### config.mk
export PLATFORM = sky130hd
export DESIGN_NAME = ws2812_stream_driver
export DESIGN_NICKNAME = d
export VERILOG_FILES = /design/src/rtl/ws2812_pkg.sv /design/src/rtl/ws2812_bit_encoder.sv /design/src/rtl/ws2812_stream_driver.sv
export SDC_FILE = /design/constraint.sdc
export NUM_CORES = 2
export LEC_CHECK = 0
export CAP_MARGIN = 20
export CORE_AREA = 2 2 472 474
export CTS_CLUSTER_SIZE = 20
export DETAILED_ROUTE_END_ITERATION = 8
export DIE_AREA = 0 0 474 476
export GPL_TIMING_DRIVEN = 0
export PLACE_DENSITY = 0.53
export SYNTH_ARGS = -nofsm -noshare
export SYNTH_HDL_FRONTEND = slang
export SYNTH_HIERARCHICAL = 1
export SYNTH_SLANG_ARGS = --single-unit
### constraint.sdc
create_clock -name clk -period 68.9 [get_ports clk]
set_input_delay 13.78 -clock clk [delete_from_list [all_inputs] [get_ports clk]]
set_output_delay 13.78 -clock clk [all_outputs]
set_load 0.005 [all_outputs]
### src/rtl/ws2812_pkg.sv
// Shared types, default 50 MHz timing and wire-order helper
// for the WS2812 stream driver.
package ws2812_pkg;

   typedef enum logic [1:0] {
      IDLE  = 2'd0,
      SEND  = 2'd1,
      LATCH = 2'd2
   } state_e;

   localparam int T0H_DEF   = 20;
   localparam int T1H_DEF   = 40;
   localparam int BIT_DEF   = 63;
   localparam int RESET_DEF = 25000;

   // Bit n of an RGB word in wire order: G7..G0, R7..R0, B7..B0.
   function automatic logic wire_bit(
      input logic [23:0] rgb,
      input logic [4:0]  n
   );
      logic [23:0] grb;
      grb = {rgb[15:8], rgb[23:16], rgb[7:0]};
      return grb[5'd23 - n];
   endfunction

endpackage

### src/rtl/ws2812_bit_encoder.sv
// NRZ bit-cell timer: owns the per-bit cycle counter and
// registers the line level for the coming cycle.
module ws2812_bit_encoder
   import ws2812_pkg::*;
#(
   parameter int T0H_CYC = T0H_DEF,
   parameter int T1H_CYC = T1H_DEF,
   parameter int BIT_CYC = BIT_DEF,
   parameter int CW      = 16
) (
   input  logic clk,
   input  logic rst,
   input  logic load_i,
   input  logic adv_i,
   input  logic act_i,
   input  logic bit_i,
   output logic level_o,
   output logic bit_last_o
);

   logic [CW-1:0] cyc_q, cyc_d;
   logic [CW-1:0] thr;
   logic          lvl_d;

   assign bit_last_o = (cyc_q == CW'(BIT_CYC - 1));

   // level is computed for the cycle the counter is about to enter
   always_comb begin
      cyc_d = cyc_q;
      if (load_i) begin
         cyc_d = '0;
      end else if (adv_i) begin
         cyc_d = bit_last_o ? '0 : cyc_q + 1'b1;
      end
      thr   = bit_i ? CW'(T1H_CYC) : CW'(T0H_CYC);
      lvl_d = act_i && (cyc_d < thr);
   end

   always_ff @(posedge clk or posedge rst) begin
      if (rst) begin
         cyc_q   <= '0;
         level_o <= 1'b0;
      end else begin
         cyc_q   <= cyc_d;
         level_o <= lvl_d;
      end
   end

endmodule

### src/rtl/ws2812_stream_driver.sv
// Serialises a frame of RGB words onto a WS2812 data line,
// followed by the latch gap and a done pulse.
module ws2812_stream_driver
   import ws2812_pkg::*;
#(
   parameter int LEDS      = 50,
   parameter int T0H_CYC   = T0H_DEF,
   parameter int T1H_CYC   = T1H_DEF,
   parameter int BIT_CYC   = BIT_DEF,
   parameter int RESET_CYC = RESET_DEF
) (
   input  logic                 clk,
   input  logic                 rst,
   input  logic [24*LEDS-1:0]   led_rgb,
   input  logic                 start,
   output logic                 data_out,
   output logic                 done,
   output logic                 busy
);

   localparam int NBITS = 24 * LEDS;
   localparam int BW    = $clog2(NBITS);
   localparam int CMAX  = (BIT_CYC > RESET_CYC) ? BIT_CYC : RESET_CYC;
   localparam int CW    = $clog2(CMAX);
   localparam logic [BW-1:0] LAST_BIT = BW'(NBITS - 1);
   localparam logic [CW-1:0] LAT_LAST = CW'(RESET_CYC - 1);

   if (!(LEDS >= 1 && T0H_CYC >= 1 && T0H_CYC < T1H_CYC &&
         T1H_CYC < BIT_CYC && RESET_CYC >= 1)) begin : g_bad_params
      $error("ws2812_stream_driver: illegal timing parameters");
   end

   state_e             state_q, state_d;
   logic [NBITS-1:0]   shadow_q, shadow_d;
   logic [BW-1:0]      bit_idx_q, bit_idx_d;
   logic [4:0]         bitn_q, bitn_d;
   logic [CW-1:0]      lat_q, lat_d;
   logic               done_q, done_d;
   logic [23:0]        word_d;
   logic               nxt_bit;
   logic               load;
   logic               send;
   logic               bit_last;
   logic               frame_last;
   logic               lat_last;

   assign send       = (state_q == SEND);
   assign lat_last   = (lat_q == LAT_LAST);
   assign frame_last = send && bit_last && (bit_idx_q == LAST_BIT);
   assign done       = done_q;

   always_ff @(posedge clk or posedge rst) begin
      if (rst) state_q <= LATCH;
      else     state_q <= state_d;
   end

   always_comb begin
      state_d = state_q;
      unique case (state_q)
         IDLE:    if (start)      state_d = SEND;
         SEND:    if (frame_last) state_d = LATCH;
         LATCH:   if (lat_last)   state_d = IDLE;
         default:                 state_d = LATCH;
      endcase
   end

   always_comb begin
      busy   = (state_q != IDLE);
      load   = (state_q == IDLE) && start;
      done_d = (state_q == LATCH) && lat_last;
   end

   // shadow shifts one LED per 24 bits so the active word is always on top
   always_comb begin
      shadow_d  = shadow_q;
      bit_idx_d = bit_idx_q;
      bitn_d    = bitn_q;
      lat_d     = '0;
      if (load) begin
         shadow_d  = led_rgb;
         bit_idx_d = '0;
         bitn_d    = '0;
      end else if (send && bit_last) begin
         bit_idx_d = frame_last ? '0 : bit_idx_q + 1'b1;
         if (bitn_q == 5'd23) begin
            bitn_d   = '0;
            shadow_d = shadow_q << 24;
         end else begin
            bitn_d = bitn_q + 1'b1;
         end
      end
      if (state_q == LATCH && !lat_last) lat_d = lat_q + 1'b1;
      word_d  = shadow_d[NBITS-1 -: 24];
      nxt_bit = wire_bit(word_d, bitn_d);
   end

   always_ff @(posedge clk or posedge rst) begin
      if (rst) begin
         shadow_q  <= '0;
         bit_idx_q <= '0;
         bitn_q    <= '0;
         lat_q     <= '0;
         done_q    <= 1'b0;
      end else begin
         shadow_q  <= shadow_d;
         bit_idx_q <= bit_idx_d;
         bitn_q    <= bitn_d;
         lat_q     <= lat_d;
         done_q    <= done_d;
      end
   end

   ws2812_bit_encoder #(
      .T0H_CYC (T0H_CYC),
      .T1H_CYC (T1H_CYC),
      .BIT_CYC (BIT_CYC),
      .CW      (CW)
   ) u_enc (
      .clk        (clk),
      .rst        (rst),
      .load_i     (load),
      .adv_i      (send),
      .act_i      (state_d == SEND),
      .bit_i      (nxt_bit),
      .level_o    (data_out),
      .bit_last_o (bit_last)
   );

endmodule
Word-level counts from Yosys, hierarchy flattened
Cells that the tools add are included.
{ "op_classes": {"add_sub_neg": 5, "magnitude_cmp": 2, "n_eq_ne": 7, "n_mux": 20, "n_reduce_logical": 12} }
{ "op_table": {"columns": ["op", "n"], "rows": [
  ["$mux 1200", 3],
  ["$mux 15", 4],
  ["$mux 11", 3],
  ["$add 15x1->15 const B", 2],
  ["$eq 15x15->1 const B", 1],
  ["$eq 15x6->1 const B", 1],
  ["$lt 15x15->1", 1],
  ["$mux 5", 3],
  ["$add 11x1->11 const B", 1],
  ["$eq 11x11->1 const B", 1],
  ["$logic_and 1x1->1", 6],
  ["$lt 5x6->1 const B", 1],
  ["$mux 2", 3],
  ["$mux 6", 1],
  ["$pmux 2 s3", 1],
  ["$reduce_bool 2->1", 3],
  ["$add 5x1->5 const B", 1],
  ["$bmux 1 s5", 1],
  ["$eq 5x5->1 const B", 1],
  ["$sub 5x5->5 const A", 1],
  ["$eq 2x1->1 const B", 2],
  ["$eq 2x2->1 const B", 1],
  ["$logic_not 2->1", 1],
  ["$reduce_and 2->1", 1],
  ["2 further kinds", 2]
]} }
{ "totals": {"ff_bits": 1250, "in_bits": 1203} }

Longest topological paths before layout
{ "depth": {"depth_word": 10, "ltp_mapped": 22, "depth_no_buf": 20} }

Cells and area by module
The synthesis kept the hierarchy.
{ "modules_own_cells": {"columns": ["mod", "instances", "cells_each", "area_each_um2", "seq_area_each_um2"], "rows": [
  ["ws2812_stream_driver", 1, 6568, 54767.5, 30880.9],
  ["ws2812_bit_encoder", 1, 121, 1118.6, 400.4]
]} }

Least setup slack after synthesis
No wires, ideal clock.
{ "synth_timing": {"path_kind": "input to register", "from": "input start", "to": "register u_enc.level_o", "setup_ps": 82, "arrival_time_ps": 16274, "required_time_ps": 68818, "slack_ps": 52544, "path_stages": 17, "cell_sequence": "or3b_1 -> buf_6 -> clkinv_4 -> buf_12 -> nor2_2 -> a221oi_4 -> mux2_1 -> o22ai_1 -> o41ai_2 -> o211a_1 -> inv_1 -> ha_1 -> nor2b_1 -> nand3_1 -> mux2i_1 -> o2111ai_1 -> a22oi_2"} }
{ "synth_rtl": {"columns": ["element", "line", "text"], "rows": [
  ["start: declaration", "ws2812_stream_driver.sv:15", "input logic start,"],
  ["$logic_and 1x1->1", "ws2812_stream_driver.sv:69", "load = (state_q == IDLE) && start;"],
  ["$mux 1200", "ws2812_stream_driver.sv:79", "if (load) begin"],
  ["via shadow_d[1197]", "ws2812_stream_driver.sv:34", "logic [NBITS-1:0] shadow_q, shadow_d;"],
  ["$bmux 1 s5", "ws2812_pkg.sv:23", "return grb[5'd23 - n];"],
  ["$mux 1 (implied by the code)", "ws2812_pkg.sv:23", null],
  ["via nxt_bit", "ws2812_stream_driver.sv:40", "logic nxt_bit;"],
  ["$mux 6", "ws2812_bit_encoder.sv:35", "thr = bit_i ? CW'(T1H_CYC) : CW'(T0H_CYC);"],
  ["$lt 15x15->1", "ws2812_bit_encoder.sv:36", "lvl_d = act_i && (cyc_d < thr);"],
  ["$logic_and 1x1->1", "ws2812_bit_encoder.sv:36", null],
  ["via u_enc.lvl_d", "ws2812_bit_encoder.sv:23", "logic lvl_d;"],
  ["end signal: assignment", "ws2812_bit_encoder.sv:45", "level_o <= lvl_d;"],
  ["end: declaration", "ws2812_bit_encoder.sv:17", "output logic level_o,"]
]} }
The timed path passes the listed nets, and every way through them passes these cells. The select of a mux whose other input is x is not followed.
A chain may end at the register's enable or synchronous reset.

Worst setup path after layout
{ "layout_timing": {"from": "input start", "to": "register shadow_q[53]"} }
{ "layout_between": {"elab_chain_len": 3} }
{ "layout_lines": {"columns": ["element", "line", "text"], "rows": [
  ["$logic_and 1x1->1 *", "ws2812_stream_driver.sv:69", null],
  ["$reduce_bool 2->1 (no line)", null, null],
  ["$reduce_and 2->1 (no line)", null, null],
  ["end signal: assignment", "ws2812_stream_driver.sv:105", "shadow_q <= shadow_d;"],
  ["end: declaration", "ws2812_stream_driver.sv:34", null]
]} }
Mark *: on every way between the ends. The rest lies on a longest branch, timed or not.

==> metrics list <==
- Status: completed
* Drc violations: 0
* Transition time at the pin with the least slew margin: about 1.3 ns
- Number of flops mapped to enable cells by yosys: 0
- Timing would allow up to just under 0.06 GHz.
- The tightest hold path in the finished design has a slack of approximately 0.47 ns.
- The initial antenna violation count is between 150 and 200.
* Via count of the routed design: approximately 57k
- In this run the deepest clock path goes through 3 buffers.
- Synthesis Warnings: 6
* Ratio of cells with drive above 1 in the final layout: between 4 and 5%
- The cell sitting at the root of the clock tree is a sky130_fd_sc_hd__clkbuf_16.
- Sequential area share after synthesis: a little under three fifths
- Clock tree from TritonCTS: done
* Number of maximum-capacitance violations: 0
- Post-CTS repair changed the size of 0 cells.
- GP Congestion: ~1
- The first detailed-routing pass ran for 8 iterations.
* Predominant post-synthesis flop cell: sky130_fd_sc_hd__dfrtp_1
- Dividing the final minimum period by the clock period gives 24.7%.
- For this run, the post-layout net count is around 9.3k.
- Summed over all cells, the static leakage comes to between 0.03 and 0.04 uW.
- Die Wd: approximately 470 um
- Insertion delay to the later sink of the worst-skew pair: about 0.8 ns
- The clock network is responsible for a little under half of the overall power.
* Library cells used by synthesis: 73
- Buffers placed on the I/O ports in this run total 1205.
- Total length of routed wires: 310000 um
* Period minus WS final: roughly 17 ns
- Crit-path max FO: 10
- The H-tree was split into 4 levels.
- Once detail routing completed, the nets flagged for antenna violations numbered 0.
* Final hold violation count: 0
- Core area: 0.221 mm2
- Global-route wire length before repair: between 400000 and 500000 um
- The synthesized design contains around 1.3k register bits.
- Global routing used between 20% and 30% of the available tracks across all layers.
- Cell area power density: 22.9 mW/mm2
- The analysis attributes to net switching a power of around 430 uW.
* Final setup violation count: 0
* Number of fill cells: 23.2k
* Worst EP required: around 70 ns
- Internal power consumption: roughly 1300 uW
- Number of hold buffers added after cts: 0
* Post-CTS setup-driven buffer insertion count: 0
* Initial Util: 25.3%
- Ports: between 1k and 1.5k
* Hpwl dp: between 200000 and 300000 um
* Sink count of the clock tree: roughly 1.3k
- For the worst setup path, the data arrival time is approximately 18 ns.
- Critical Path Sink Type: flop
- Per report_power, the sequential group accounts for about 45% of the total.
- Relative to the synthesized area, the layout overhead comes to 38.6%.
- The die covers ~0.23 mm2.
- Average cell area after synthesis: around 8.4 um2
* Unrepaired setup endpoints after global routing: false
- Type of origin of the critical path: input pin
- After clock tree synthesis, the clock-pin slew on the worst setup and hold paths is around 0.060 ns.
- Setup slack closes at around 52 ns.
- After synthesis the cells add up to 0.0559 mm2.
* Sw frac: 24.3%
- Worst clock skew: 0.0572 ns
* Worst-case setup slack after placement: 50.97 ns
- The number of clock buffers added by TritonCTS is ~150.
- Measured on the finished design, the core utilization comes to 35.1%.
- Vias/cell: slightly above 5
* Worst Hold Class: reg2reg
- Max_slew headroom: between 10% and 20%
- Entering global routing, the biggest net connects roughly 140 pins.
- By startpoint and endpoint, the worst setup path is classified as in2reg.
- Setup_tns: 0 ns
- For this block, the initial DRC count from the detailed router was 5570.
- Synthesis produced 6689 cells.
- The number of global-route vias before repair came to approximately 56k.
- The initialized floorplan defines ~170 standard-cell rows.
- Net count after synthesis: ~7.9k
- Overall overflow remaining after global route: 0
- After layout, the design draws a total of ~1800 uW.
- Dividing the detail-routed wire length by the instance count gives roughly 28 um.
* Portion of total power attributed to combinational logic: a little under 8%
- Maximum VDD drop: between 0.015 and 0.02 mV
- The floorplan step set the die height to 476 um.
- Final Max Tran Viols: 0
* Async set-reset flop share out of synthesis: 100%
-- path summary, 6_finish.rpt --
path,slack [ns],startpoint,cells after the start,end
min in group asynchronous,13.58,rst,2,lat_q[4]$_DFF_PP0_
min reg2reg,0.47,lat_q[0]$_DFF_PP0_,1,lat_q[0]$_DFF_PP0_
max,51.85,start,8,shadow_q[53]$_DFFE_PP0P_
min,0.47,lat_q[0]$_DFF_PP0_,1,lat_q[0]$_DFF_PP0_
max reg2reg,63.60,u_enc/cyc_q[0]$_DFFE_PP0P_,12,shadow_q[1157]$_DFFE_PP0P_
max in group asynchronous,52.93,rst,6,shadow_q[29]$_DFFE_PP0P_
-- cell usage in the layout (no fill, tap or decap), drive strengths merged, types with 4 or more instances in the layout --
cell type      count
clkinv            26
clkdlybuf4s50   1205
nand4             11
diode             98
a31oi           1081
nor4               9
or3                6
nand2b             7
ha                 8
xnor2             15
and3              12
a221o              5
inv               23
a21oi             10
buf              152
o21ai             15
a22o              24
mux2i              4
nand3             24
clkbuf           620
nor3              10
nand4b             4
nand2           2342
nor2            1152
o22ai             11
bufinv            12
xor2              17
a22oi             79
dfrtp           1249
-- cell usage after synthesis (4+ instances only) --
cell type / instances / share of area (%)
sky130_fd_sc_hd__nand2b_1: 7 / 0.078
sky130_fd_sc_hd__o21ai_0: 15 / 0.13
sky130_fd_sc_hd__xor2_1: 16 / 0.25
sky130_fd_sc_hd__a31oi_1: 1080 / 12
sky130_fd_sc_hd__nor4_1: 7 / 0.078
sky130_fd_sc_hd__clkbuf_1: 395 / 2.7
sky130_fd_sc_hd__mux2i_1: 4 / 0.072
sky130_fd_sc_hd__a22oi_1: 78 / 1.0
sky130_fd_sc_hd__nand4b_1: 4 / 0.063
sky130_fd_sc_hd__o22ai_1: 11 / 0.12
sky130_fd_sc_hd__buf_1: 14 / 0.094
sky130_fd_sc_hd__nor2_1: 1151 / 7.7
sky130_fd_sc_hd__ha_1: 8 / 0.18
sky130_fd_sc_hd__a21oi_1: 10 / 0.090
sky130_fd_sc_hd__nand4_1: 9 / 0.10
sky130_fd_sc_hd__nand3_1: 23 / 0.21
sky130_fd_sc_hd__nand2_1: 2341 / 16
sky130_fd_sc_hd__or3_1: 6 / 0.067
sky130_fd_sc_hd__dfrtp_1: 1249 / 56
sky130_fd_sc_hd__inv_1: 12 / 0.081
sky130_fd_sc_hd__xnor2_1: 15 / 0.24
sky130_fd_sc_hd__and3_1: 12 / 0.13
sky130_fd_sc_hd__a22o_1: 24 / 0.38
sky130_fd_sc_hd__nor3_1: 10 / 0.090
sky130_fd_sc_hd__a221o_1: 5 / 0.090
sky130_fd_sc_hd__buf_2: 114 / 1.0
-- cell type report --
| type | count | area [um2] | area share (%) |
|---|---|---|---|
| multi-input cells | 4893 | 22400 | 28.9 |
| diodes | 98 | 245 | 0.317 |
| clock inverters | 49 | 701 | 0.904 |
| flip-flops and latches | 1250 | 31300 | 40.4 |
| repair buffers | 1222 | 12500 | 16.1 |
| well taps | 2975 | 3720 | 4.81 |
| plain buffers | 531 | 2190 | 2.83 |
| inverters | 15 | 68.8 | 0.0888 |
| clock buffers | 224 | 4410 | 5.69 |
-- metal layers --
| layer | share of wire (%) | GRT usage [%] | vias up |
|---|---|---|---|
| met2 | 44 | 39.9 | 2524 |
| li1 | - | - | 25400 |
| met1 | 44 | 36.2 | 28200 |
| met5 | 0.19 | 0 | - |
| met4 | 4.6 | 12.9 | 90 |
| met3 | 7.6 | 6.31 | 580 |
-- power by group through the flow --
stage | registers, uW | clock network (uW) | logic (uW)
floorplan | 800 | 0 | 44.2
global route | 801 | 879 | 151
finish | 798 | 837 | 140
CTS | 797 | 851 | 141
global placement | 812 | 0 | 136
detailed placement | 810 | 0 | 140
-- state kept, by name (all words and copies together), names as in the netlist --
signal,cells
shadow_q,1200
lat_q,15
u_enc/cyc_q,15
bit_idx_q,11
bitn_q,5
state_q,2
done,1
u_enc/level_o,1
-- metrics by stage --
step,cell area [um2],std cells
after floorplan,55900,6689
after detailed placement,72100,10900
after global routing,77400,11200
after CTS,77200,11200
after global placement,71700,10900
final,77500,11300
-- worst max-delay path, stage by stage --
cell and delay (ns):
sky130_fd_sc_hd__clkdlybuf4s50_1 0.52, sky130_fd_sc_hd__or3b_1 0.23, sky130_fd_sc_hd__buf_6 0.13, sky130_fd_sc_hd__buf_2 0.36
sky130_fd_sc_hd__clkbuf_2 0.56, sky130_fd_sc_hd__clkbuf_1 0.93, sky130_fd_sc_hd__clkbuf_1 0.92, sky130_fd_sc_hd__a31oi_1 0.18
-- kinds of logic after synthesis --
kind of cell,share of synthesized area (%)
AO/OA/AOI/OAI,14.5
adder cells (fa/ha/maj),0.179
flip-flops,56.0
buffers and inverters,4.02
AND/OR/NAND/NOR,24.7
multiplexers,0.132
XOR/XNOR,0.515
No activity file was read; power rests on OpenSTA's default activity.
